**src/rtl/chan_mux_rr.sv**
```systemverilog
// N-channel registered multiplexer with valid/ready handshakes, selectable
// between an externally driven channel index and round-robin arbitration.
module chan_mux_rr #(
    parameter int WIDTH = 4,
    parameter int N_CH  = 4,
    localparam int SEL_W = (N_CH > 1) ? $clog2(N_CH) : 1
) (
    input  logic                  clk,
    input  logic                  rst_n,
    input  logic                  mode,
    input  logic [SEL_W-1:0]      sel,
    input  logic [N_CH*WIDTH-1:0] in_data,
    input  logic [N_CH-1:0]       in_valid,
    output logic [N_CH-1:0]       in_ready,
    output logic [WIDTH-1:0]      out_data,
    output logic                  out_valid,
    input  logic                  out_ready,
    output logic [SEL_W-1:0]      out_ch
);

    // Returns {found, index} of the first valid channel after ptr, wrapping through ptr.
    function automatic logic [SEL_W:0] rr_search(input logic [N_CH-1:0]  valid,
                                                 input logic [SEL_W-1:0] ptr);
        logic [SEL_W:0]   res;
        logic [SEL_W-1:0] idx;
        res = '0;
        for (int k = 1; k <= N_CH; k++) begin
            idx = SEL_W'((int'(ptr) + k) % N_CH);
            if (!res[SEL_W] && valid[idx]) begin
                res = {1'b1, idx};
            end else begin
                res = res;
            end
        end
        return res;
    endfunction

    logic                 out_valid_q, out_valid_d;
    logic [WIDTH-1:0]     out_data_q,  out_data_d;
    logic [SEL_W-1:0]     out_ch_q,    out_ch_d;
    logic [SEL_W-1:0]     rr_ptr_q,    rr_ptr_d;

    logic                 slot_free_s;
    logic                 cand_valid_s;
    logic [SEL_W-1:0]     cand_idx_s;
    logic                 grant_s;
    logic [WIDTH-1:0]     cand_data_s;
    logic [N_CH-1:0]      in_ready_s;
    logic [SEL_W:0]       rr_res_s;

    // Candidate selection: fixed index or round-robin search after the last grant.
    always_comb begin
        cand_valid_s = 1'b0;
        cand_idx_s   = '0;
        rr_res_s     = rr_search(in_valid, rr_ptr_q);
        if (mode == 1'b0) begin
            if (int'(sel) < N_CH) begin
                cand_valid_s = in_valid[sel];
                cand_idx_s   = sel;
            end else begin
                cand_valid_s = 1'b0;
            end
        end else begin
            cand_valid_s = rr_res_s[SEL_W];
            cand_idx_s   = rr_res_s[SEL_W-1:0];
        end
    end

    // Grant generation; no channel is accepted while reset is asserted.
    always_comb begin
        slot_free_s = !out_valid_q || out_ready;
        grant_s     = rst_n && slot_free_s && cand_valid_s;
        in_ready_s  = '0;
        cand_data_s = '0;
        for (int i = 0; i < N_CH; i++) begin
            if (cand_idx_s == SEL_W'(i)) begin
                in_ready_s[i] = grant_s;
                cand_data_s   = in_data[i*WIDTH +: WIDTH];
            end else begin
                in_ready_s[i] = 1'b0;
            end
        end
    end

    // Output register next state: load on grant, drain on consume, otherwise hold.
    always_comb begin
        out_valid_d = out_valid_q;
        out_data_d  = out_data_q;
        out_ch_d    = out_ch_q;
        rr_ptr_d    = rr_ptr_q;
        if (grant_s) begin
            out_valid_d = 1'b1;
            out_data_d  = cand_data_s;
            out_ch_d    = cand_idx_s;
            rr_ptr_d    = cand_idx_s;
        end else if (out_ready) begin
            out_valid_d = 1'b0;
        end else begin
            out_valid_d = out_valid_q;
        end
    end

    // State registers; rr_ptr resets to the last channel so channel 0 wins first.
    always_ff @(posedge clk or negedge rst_n) begin
        if (!rst_n) begin
            out_valid_q <= 1'b0;
            out_data_q  <= '0;
            out_ch_q    <= '0;
            rr_ptr_q    <= SEL_W'(N_CH - 1);
        end else begin
            out_valid_q <= out_valid_d;
            out_data_q  <= out_data_d;
            out_ch_q    <= out_ch_d;
            rr_ptr_q    <= rr_ptr_d;
        end
    end

    assign in_ready  = in_ready_s;
    assign out_valid = out_valid_q;
    assign out_data  = out_data_q;
    assign out_ch    = out_ch_q;

endmodule

```
**config.mk**
```make
export PLATFORM = sky130hd
export DESIGN_NAME = chan_mux_rr
export DESIGN_NICKNAME = d
export VERILOG_FILES = /design/src/rtl/chan_mux_rr.sv
export SDC_FILE = /design/constraint.sdc
export NUM_CORES = 1
export LEC_CHECK = 0
export CAP_MARGIN = 30
export CORE_ASPECT_RATIO = 0.9
export CORE_UTILIZATION = 40
export CTS_BUF_LIST = sky130_fd_sc_hd__clkbuf_2 sky130_fd_sc_hd__clkbuf_4 sky130_fd_sc_hd__clkbuf_8
export CTS_CLUSTER_DIAMETER = 120
export DETAILED_ROUTE_END_ITERATION = 10
export PLACE_DENSITY_LB_ADDON = 0.12
export SYNTH_ARGS = -nofsm -noshare
export SYNTH_HDL_FRONTEND = slang
export SYNTH_SLANG_ARGS = --single-unit
```
**constraint.sdc**
```tcl
create_clock -name clk -period 2.6 [get_ports clk]
set_input_delay 0.52 -clock clk [delete_from_list [all_inputs] [get_ports clk]]
set_output_delay 0.52 -clock clk [all_outputs]
set_load 0.02 [all_outputs]
```
Word-level counts from Yosys, hierarchy flattened

Cells that the tools add are included.

Add/subtract/negate cells: 4
$lt $le $gt $ge: 5
Eq/ne operators: 3
Multiplexer cells: 26
Reduce and logical (&&, ||, !) cells: 12

Operator list:

| operator                                             | number |
|---|---|
| two-way mux 4 bit                                    | 4 |
| < comparator 2 x 3 -> 1 bit (second input constant)  | 5 |
| two-way mux 1 bit                                    | 12 |
| two-way mux 3 bit                                    | 4 |
| binary-select mux 1 bit (select 2 bit)               | 5 |
| logical AND 1 bit                                    | 5 |
| adder 2 x 1 -> 2 bit (second input constant)         | 2 |
| adder 2 bit (second input constant)                  | 2 |
| equality test 2 bit (second input constant)          | 2 |
| logical NOT 1 bit                                    | 4 |
| equality test 2 x 1 -> 1 bit (second input constant) | 1 |
| logical NOT 2 bit                                    | 1 |
| two-way mux 2 bit                                    | 1 |
| nonzero test 2 bit                                   | 1 |
| logical OR 1 bit                                     | 1 |

Register bits after elaboration: 9
Output and inout port bits: 11
Word-level logic and storage cells: 54

Longest topological paths before layout

Gate-level depths: netlist of run 1.

Depth in word-level cells: 19
Mapped depth: 8

Worst setup path after synthesis of run 1

No wires, ideal clock.

Path type: reg2out
Start point: reg rr_ptr_q[1]
End point: out in_ready[3]
Data arrival time: 1.775 ns
Data required time: 2.080 ns
Path slack: 0.305 ns
Cell stages (with the launch flop): 8
Path buffers: 2
Path through: dfstp_2 > buf_4 > mux2i_1 > a221o_1 > o211ai_2 > or2_1 > buf_6 > nor2b_1

Word-level cells in the longest chain between the ends: 16

Ends and longest elaborated chain:

| what                                                     | line   | text |
|---|---|---|
| from (decl)                                              | 41     | `logic [SEL_W-1:0] rr_ptr_q, rr_ptr_d;` |
| from (signal assigned)                                   | 109    | `rr_ptr_q <= SEL_W'(N_CH - 1);` |
| from (signal assigned)                                   | 114    | `rr_ptr_q <= rr_ptr_d;` |
| adder 2 x 1 -> 2 bit                                     | 28     | `idx = SEL_W'((int'(ptr) + k) % N_CH);` |
| binary-select mux 1 bit (select 2 bit)                   | 29     | `if (!res[SEL_W] && valid[idx]) begin` |
| two-way mux 1 bit (implied by the code)                  | 29     |  |
| two-way mux 3 bit                                        | 29     |  |
| logical NOT 1 bit                                        | 29     |  |
| logical AND 1 bit                                        | 29     |  |
| two-way mux 3 bit                                        | 29     |  |
| logical NOT 1 bit                                        | 29     |  |
| logical AND 1 bit                                        | 29     |  |
| two-way mux 3 bit                                        | 29     |  |
| logical NOT 1 bit                                        | 29     |  |
| logical AND 1 bit                                        | 29     |  |
| two-way mux 3 bit (*)                                    | 29     |  |
| two-way mux 2 bit or two-way mux 1 bit (tied branches)   | 56     | `if (mode == 1'b0) begin` |
| equality test 2 bit or logical AND 1 bit (tied branches) | 76, 72 |  |
| two-way mux 1 bit (*)                                    | 76     | `if (cand_idx_s == SEL_W'(i)) begin` |
| to (decl)                                                | 14     | `output logic [N_CH-1:0] in_ready,` |

Every way passes the cells marked *; elsewhere a longest branch is shown, timed or not. The select of a mux whose other input is x is not followed.

Worst setup path in the final report of run 1

Start point: in in_valid[2]
End point: out in_ready[0]

Word-level cells in the longest chain between the ends: 15

Ends and longest elaborated chain:

| what                                                   | line   | text |
|---|---|---|
| from (decl)                                            | 13     | `input logic [N_CH-1:0] in_valid,` |
| binary-select mux 1 bit (select 2 bit)                 | 29     |  |
| two-way mux 1 bit (implied by the code)                | 29     |  |
| two-way mux 3 bit                                      | 29     |  |
| logical NOT 1 bit                                      | 29     |  |
| logical AND 1 bit                                      | 29     |  |
| two-way mux 3 bit                                      | 29     |  |
| logical NOT 1 bit                                      | 29     |  |
| logical AND 1 bit                                      | 29     |  |
| two-way mux 3 bit                                      | 29     |  |
| logical NOT 1 bit                                      | 29     |  |
| logical AND 1 bit                                      | 29     |  |
| two-way mux 3 bit                                      | 29     |  |
| two-way mux 2 bit or two-way mux 1 bit (tied branches) | 56     |  |
| logical NOT 2 bit or logical AND 1 bit (tied branches) | 76, 72 |  |
| two-way mux 1 bit (*)                                  | 76     |  |

Marked as above.

==> results of run 1 <==
## cells in the mapped netlist, drive strengths merged
library cell	count	area (µm²)
nor2	3	13.8
o221ai	5	75.1
dfrtp	7	175
o211ai	2	25.0
o21ai	1	5.00
dfstp	2	52.6
nor3	1	5.00
mux4	1	22.5
nand2b	5	43.8
or2	1	6.26
and2	1	6.26
nor2b	2	12.5
nand4	1	6.26
a21oi	2	10.0
xnor2	1	8.76
mux2i	10	100
a221o	1	10.0
o22ai	1	6.26
inv	3	11.3
nand3	1	5.00
nand2	14	52.6
a22oi	1	7.51
buf	5	45.0
## layer usage
metal / vias up / GRT usage, % / routed length [µm]
li1: 369 / - / -
met1: 344 / 28.2 / 826
met2: 27 / 32.7 / 944
met3: 4 / 4.35 / 105
met4: 0 / 8.82 / 17
met5: - / 0 / 0
## flip-flops by register name, indices dropped and copies added (netlist names)
name	count
out_data	4
out_ch	2
rr_ptr_q	2
out_valid	1
## path summary, 6_finish.rpt
path                                           end  slack, ps
min reg2reg                out_data[0]$_DFFE_PN0N_        490
max in group asynchronous  rr_ptr_q[1]$_DFFE_PN1N_       1750
max                                    in_ready[0]         70
min                        out_data[0]$_DFFE_PN0N_        490
min in group asynchronous  out_data[1]$_DFFE_PN0N_        630
max reg2reg                out_data[2]$_DFFE_PN0N_        730
## worst max-delay path: cells and delay by family
family | cells | cell delay, ps
compound gates | 1 | 170
buf+inv | 2 | 450
simple gates | 3 | 390
mux | 1 | 480
## report_power, final
part	internal (mW)	switching, mW	leakage, nW
registers	0.182	0.0296	0.105
logic	0.202	0.162	0.460
clock network	0.0697	0.0532	0.0184
## through the flow
step                total power, mW  util [%]  worst slack [ps]
CTS                           0.695      73.0              13.6
global route                  0.740      74.4              12.1
floorplan                     0.407         -               305
global placement              0.568      72.2              -539
finish                        0.698      74.4              69.6
detailed placement            0.575      72.2              -581
## area by class of cell
cell class	count	area [µm²]
clock buffers	4	30.0
fillers	144	427
inverters	3	11.3
multi-input cells	54	433
flip-flops and latches	9	228
well taps	24	30.0
repair buffers	58	505
## timing repair
action,4_1_cts,5_1_grt
setup buffers,0,2
pin swaps,2,1
cloned,0,0
setup endpoints to repair,4,4
hold endpoints to repair,0,0
gates resized for setup,24,4
## cell families (layout without fill, tap and decap cells)
family,count (synthesis),after routing
AO/OA/AOI/OAI,13,13
XOR/XNOR,1,1
flip-flops,9,9
multiplexers,11,11
AND/OR/NAND/NOR,29,29
buffers and inverters,8,65
==> metrics.cfg, run 1 <==
[status]
result_of_the_run=finished, final reports clean

[worst_hold_path]
worstHoldPathCells=2
min-delay-start=out_data[0]$_DFFE_PN0N_
tightest_hold_check_type=flop to flop

[synthesis]
gate_count_of_the_mapped_netlist=71
synth_top_family_by_area=simple AND/OR/NAND/NOR gates
synth_simple_gate_area_share_pct=21.5
synth_fa_ha_area_share_pct=0
synth_compound_gate_area_share_pct=19.7
multiplexer_share_of_the_synthesized_area_pct=17.4
synth.net_count=97
yosysUniqueCellTypes=27
yosysWarningCount=0
ys_seq_area_share_pct=32.3
synth_area_per_cell_um2=9.94
synth.ff_latch_count=9
post_synth_xor_area_fraction_pct=1.24
syn-cell-area_um2=706

[sta]
report.final.hold_viol_count=0
slew_headroom_pct=80.2
final_max_slew_viol_count=0
setup_violations=0
final.period_utilization_pct=97.3
setup_total_negative_slack_ps=0
unrepaired_setup_endpoints_after_global_routing=false
max_clock_freq_mhz=395
worst_slew_pin_slew_ps=297
final_critical_path_time_including_i_o_delays_and_setup_ps=2530
tightest_hold_margin_ps=488
finClkSkew_ps=6.07

[layout]
finalNonFillerCells=152
antenna_cells_inserted=0
design.final.nets=155
area_delta_synth_final_pct=75.4
mostFrequentLayoutCells=clkdlybuf4s50_1 (25), buf_4 (24), nand2_1 (14), mux2i_1 (10), dfrtp_1 (7)
layout.cells.most_common=clkdlybuf4s50_1
postLayoutCellArea_um2=1240
layout-drive-gt1-share_pct=34.4

[setup_path]
startpoint=in_valid[2]
critical_path.cell_chain=dlygate4sd2_1 > mux4_2 > o211ai_2 > nand2b_4 > nor2_2 > and2_1 > buf_4
cpMaxStageDelayCell=mux4_2
cp.arrival_ps=2010
ff2ff_path_depth=8
crit_path_max_fo=6
criticalPathCategory=primary input to output pin
worst_setup_path_start_kind=primary input
crit_path_max_incr_delay_ps=480
worst_setup_path_end_kind=output pin
worst-endpoint-required_ps=2080
worstReg2RegStart=rr_ptr_q[1]$_DFFE_PN1N_

[clock_tree]
worstSkewPairLatency_ps=260
cts_buffer_depth=2
clkTransAtPathRegs_ps=70
tritoncts.num_buffers=3
cts_hold_buffers=0
clock_tree_from_tritoncts=yes
htreeDepth=1
cts.sinks=9
clockRootBuffer=clkbuf_4

[drt]
post_drt_wl_per_cell_um=12.5
drt-vias-per-instance=4.89
drtPass1Iterations=4
detailedRoute.firstIterationViolations=20
vias=744
postRouteAntennaNets=0
drc=0
wirelength_mm=1.90

[grt]
global_route.usage.total_pct=21.2
grt_start_max_net_pins=10
number_of_antenna_violations_at_the_first_check_in_global_routing=0
grt_pass1_vias=684
grt_pass1_wl_mm=2.97
gr-total-overflow=0

[die]
initial_core_util_pct=42.4
fp-row-count=14
die_y_um=41.8
pin_count=37
core_area_um2=1660
fp.dieW_um=46.3
area_enclosed_by_the_die_boundary_um2=1940

[placed_design]
place_area_um2=1200
gp_routability_congestion=0.844
number_of_placed_cells_counting_well_taps=146
post-dp-hpwl_mm=1.47
io_buffers=36

[power]
power_density_nw_per_um2=564
p_leak_nw=0.583
ir_worst_vdd_mv=0.407

[run]
timing.max_cap.violations=0

No activity file was read; power rests on OpenSTA's default activity.
==> inputs of run 2 (changes only) <==
--- a/config.mk
+++ b/config.mk
@@ -6,12 +6,12 @@
 export NUM_CORES = 1
 export LEC_CHECK = 0
 export CAP_MARGIN = 30
-export CORE_ASPECT_RATIO = 0.9
 export CORE_UTILIZATION = 40
 export CTS_BUF_LIST = sky130_fd_sc_hd__clkbuf_2 sky130_fd_sc_hd__clkbuf_4 sky130_fd_sc_hd__clkbuf_8
 export CTS_CLUSTER_DIAMETER = 120
 export DETAILED_ROUTE_END_ITERATION = 10
 export PLACE_DENSITY_LB_ADDON = 0.12
+export SKIP_CTS_REPAIR_TIMING = 1
 export SYNTH_ARGS = -nofsm -noshare
 export SYNTH_HDL_FRONTEND = slang
 export SYNTH_SLANG_ARGS = --single-unit
==> run 2 against run 1 <==
Critical endpoint is now in_ready[3]. The run now ends with design-rule violations left. Cell area decreased by 1.3%. Combinational power decreased by 4%. Clock power hardly changed. Critical path depth unchanged.
==> metrics.cfg, run 2 (synthesis results as in run 1) <==
[setup_path]
criticalPathCategory=primary input to output pin
worst_setup_path_start_kind=primary input
crit_path_max_fo=6
cp.arrival_ps=1980
worst_setup_path_end_kind=output pin
worst-endpoint-required_ps=2080

[layout]
final_design_utilization_pct=77.5
area_delta_synth_final_pct=73.0
postLayoutCellArea_um2=1220
seq_area_um2=228
final.fill_count=124
multiInputGateArea_um2=424
mostFrequentLayoutCells=clkdlybuf4s50_1 (26), buf_4 (21), nand2_1 (14), mux2i_1 (10), dfrtp_1 (7)
layout.cells.most_common=clkdlybuf4s50_1
largest_register_ff_count=4
finalNonFillerCells=142
design.final.nets=153
antenna_cells_inserted=0
layout-drive-gt1-share_pct=34.1

[power]
power.clock.fraction_pct=18.0
netSwitchingFraction_pct=35.2
p_int_mw=0.446
totalPowerFinal_mw=0.688
share_comb_of_total_power_pct=51.0
switchingPower_mw=0.242
p_leak_nw=0.611
seq_power_share_pct=31.0
power_density_nw_per_um2=564
ir_worst_vdd_mv=0.426

[sta]
final.period_utilization_pct=96.2
slew_headroom_pct=75.4
report.final.hold_viol_count=0
final_critical_path_time_including_i_o_delays_and_setup_ps=2500
setup_total_negative_slack_ps=0
unrepaired_setup_endpoints_after_global_routing=false
tightest_hold_margin_ps=494
setup_violations=0
max_clock_freq_mhz=400
finClkSkew_ps=0.832
timing.final.ws_setup_ps=99.2
final_max_slew_viol_count=0
worst_slew_pin_slew_ps=368

[placed_design]
post-dp-hpwl_mm=1.53
place_area_um2=1190
number_of_placed_cells_counting_well_taps=138
io_buffers=36
gp_routability_congestion=0.847
dp_worst_setup_slack_ps=-523

[drt]
detailedRoute.firstIterationViolations=14
drc=1
post_drt_wl_per_cell_um=13.5
vias=738
drtPass1Iterations=9
wirelength_mm=1.92
drt-vias-per-instance=5.20
postRouteAntennaNets=0

[clock_tree]
cts_buffer_depth=2
clock_tree_from_tritoncts=yes
clockRootBuffer=clkbuf_4
cts.sinks=9
worstSkewPairLatency_ps=270
tritoncts.num_buffers=3
htreeDepth=1
clkTransAtPathRegs_ps=60

[grt]
gr-total-overflow=0
global_route.usage.total_pct=23.4
grt_pass1_wl_mm=3.27
grt_pass1_vias=771
number_of_antenna_violations_at_the_first_check_in_global_routing=0
grt_start_max_net_pins=10

[die]
area_enclosed_by_the_die_boundary_um2=1940
fp-row-count=14
fp.dieW_um=44
die_y_um=44
pin_count=37
core_area_um2=1580
initial_core_util_pct=44.8

[status]
result_of_the_run=finished, violations left
violations_in_the_final_reports=design-rule violations

[worst_hold_path]
tightest_hold_check_type=flop to flop

[run]
timing.max_cap.violations=0

-- run 2: final timing paths --
check | from | endpoint | slack [ps] | depth (start not counted)
hold / removal | out_data[0]$_DFFE_PN0N_ | out_data[0]$_DFFE_PN0N_ | 490 | 2
max in group asynchronous | rst_n | rr_ptr_q[0]$_DFFE_PN1N_ | 1790 | 2
hold reg to reg | out_data[0]$_DFFE_PN0N_ | out_data[0]$_DFFE_PN0N_ | 490 | 2
min in group asynchronous | rst_n | out_valid$_DFFE_PN0P_ | 590 | 2
setup / recovery | mode | in_ready[3] | 100 | 7
setup reg to reg | rr_ptr_q[0]$_DFFE_PN1N_ | out_data[2]$_DFFE_PN0N_ | 710 | 8
-- run 2: area by class of cell --
type	count	share of cell area, %
timing repair buffer	56	41.6
multi-input combinational	54	34.7
sequential	9	18.6
clock buffer	4	2.46
tap	16	1.64
inverter	3	0.922
-- run 2: power groups by stage --
stage	Combinational, mW	Sequential [mW]	Clock (mW)
after floorplan	0.173	0.234	0
after global placement	0.347	0.213	0
after detailed placement	0.355	0.214	0
after CTS	0.357	0.212	0.129
after global routing	0.381	0.217	0.136
final	0.351	0.213	0.124
-- run 2: layer usage --
layer	vias to the layer above	GRT usage (%)	routed length [µm]
li1	362	-	-
met1	344	25.8	799
met2	28	40.3	978
met3	4	7.50	108
met4	0	10.9	33
met5	-	0	0
-- run 2: worst max-delay path: stages --
cell and delay [ps]:
clkdlybuf4s50_1 540, buf_4 150, o211ai_2 80, nand2b_4 170, or2_4 240, nor2b_1 100
buf_2 170
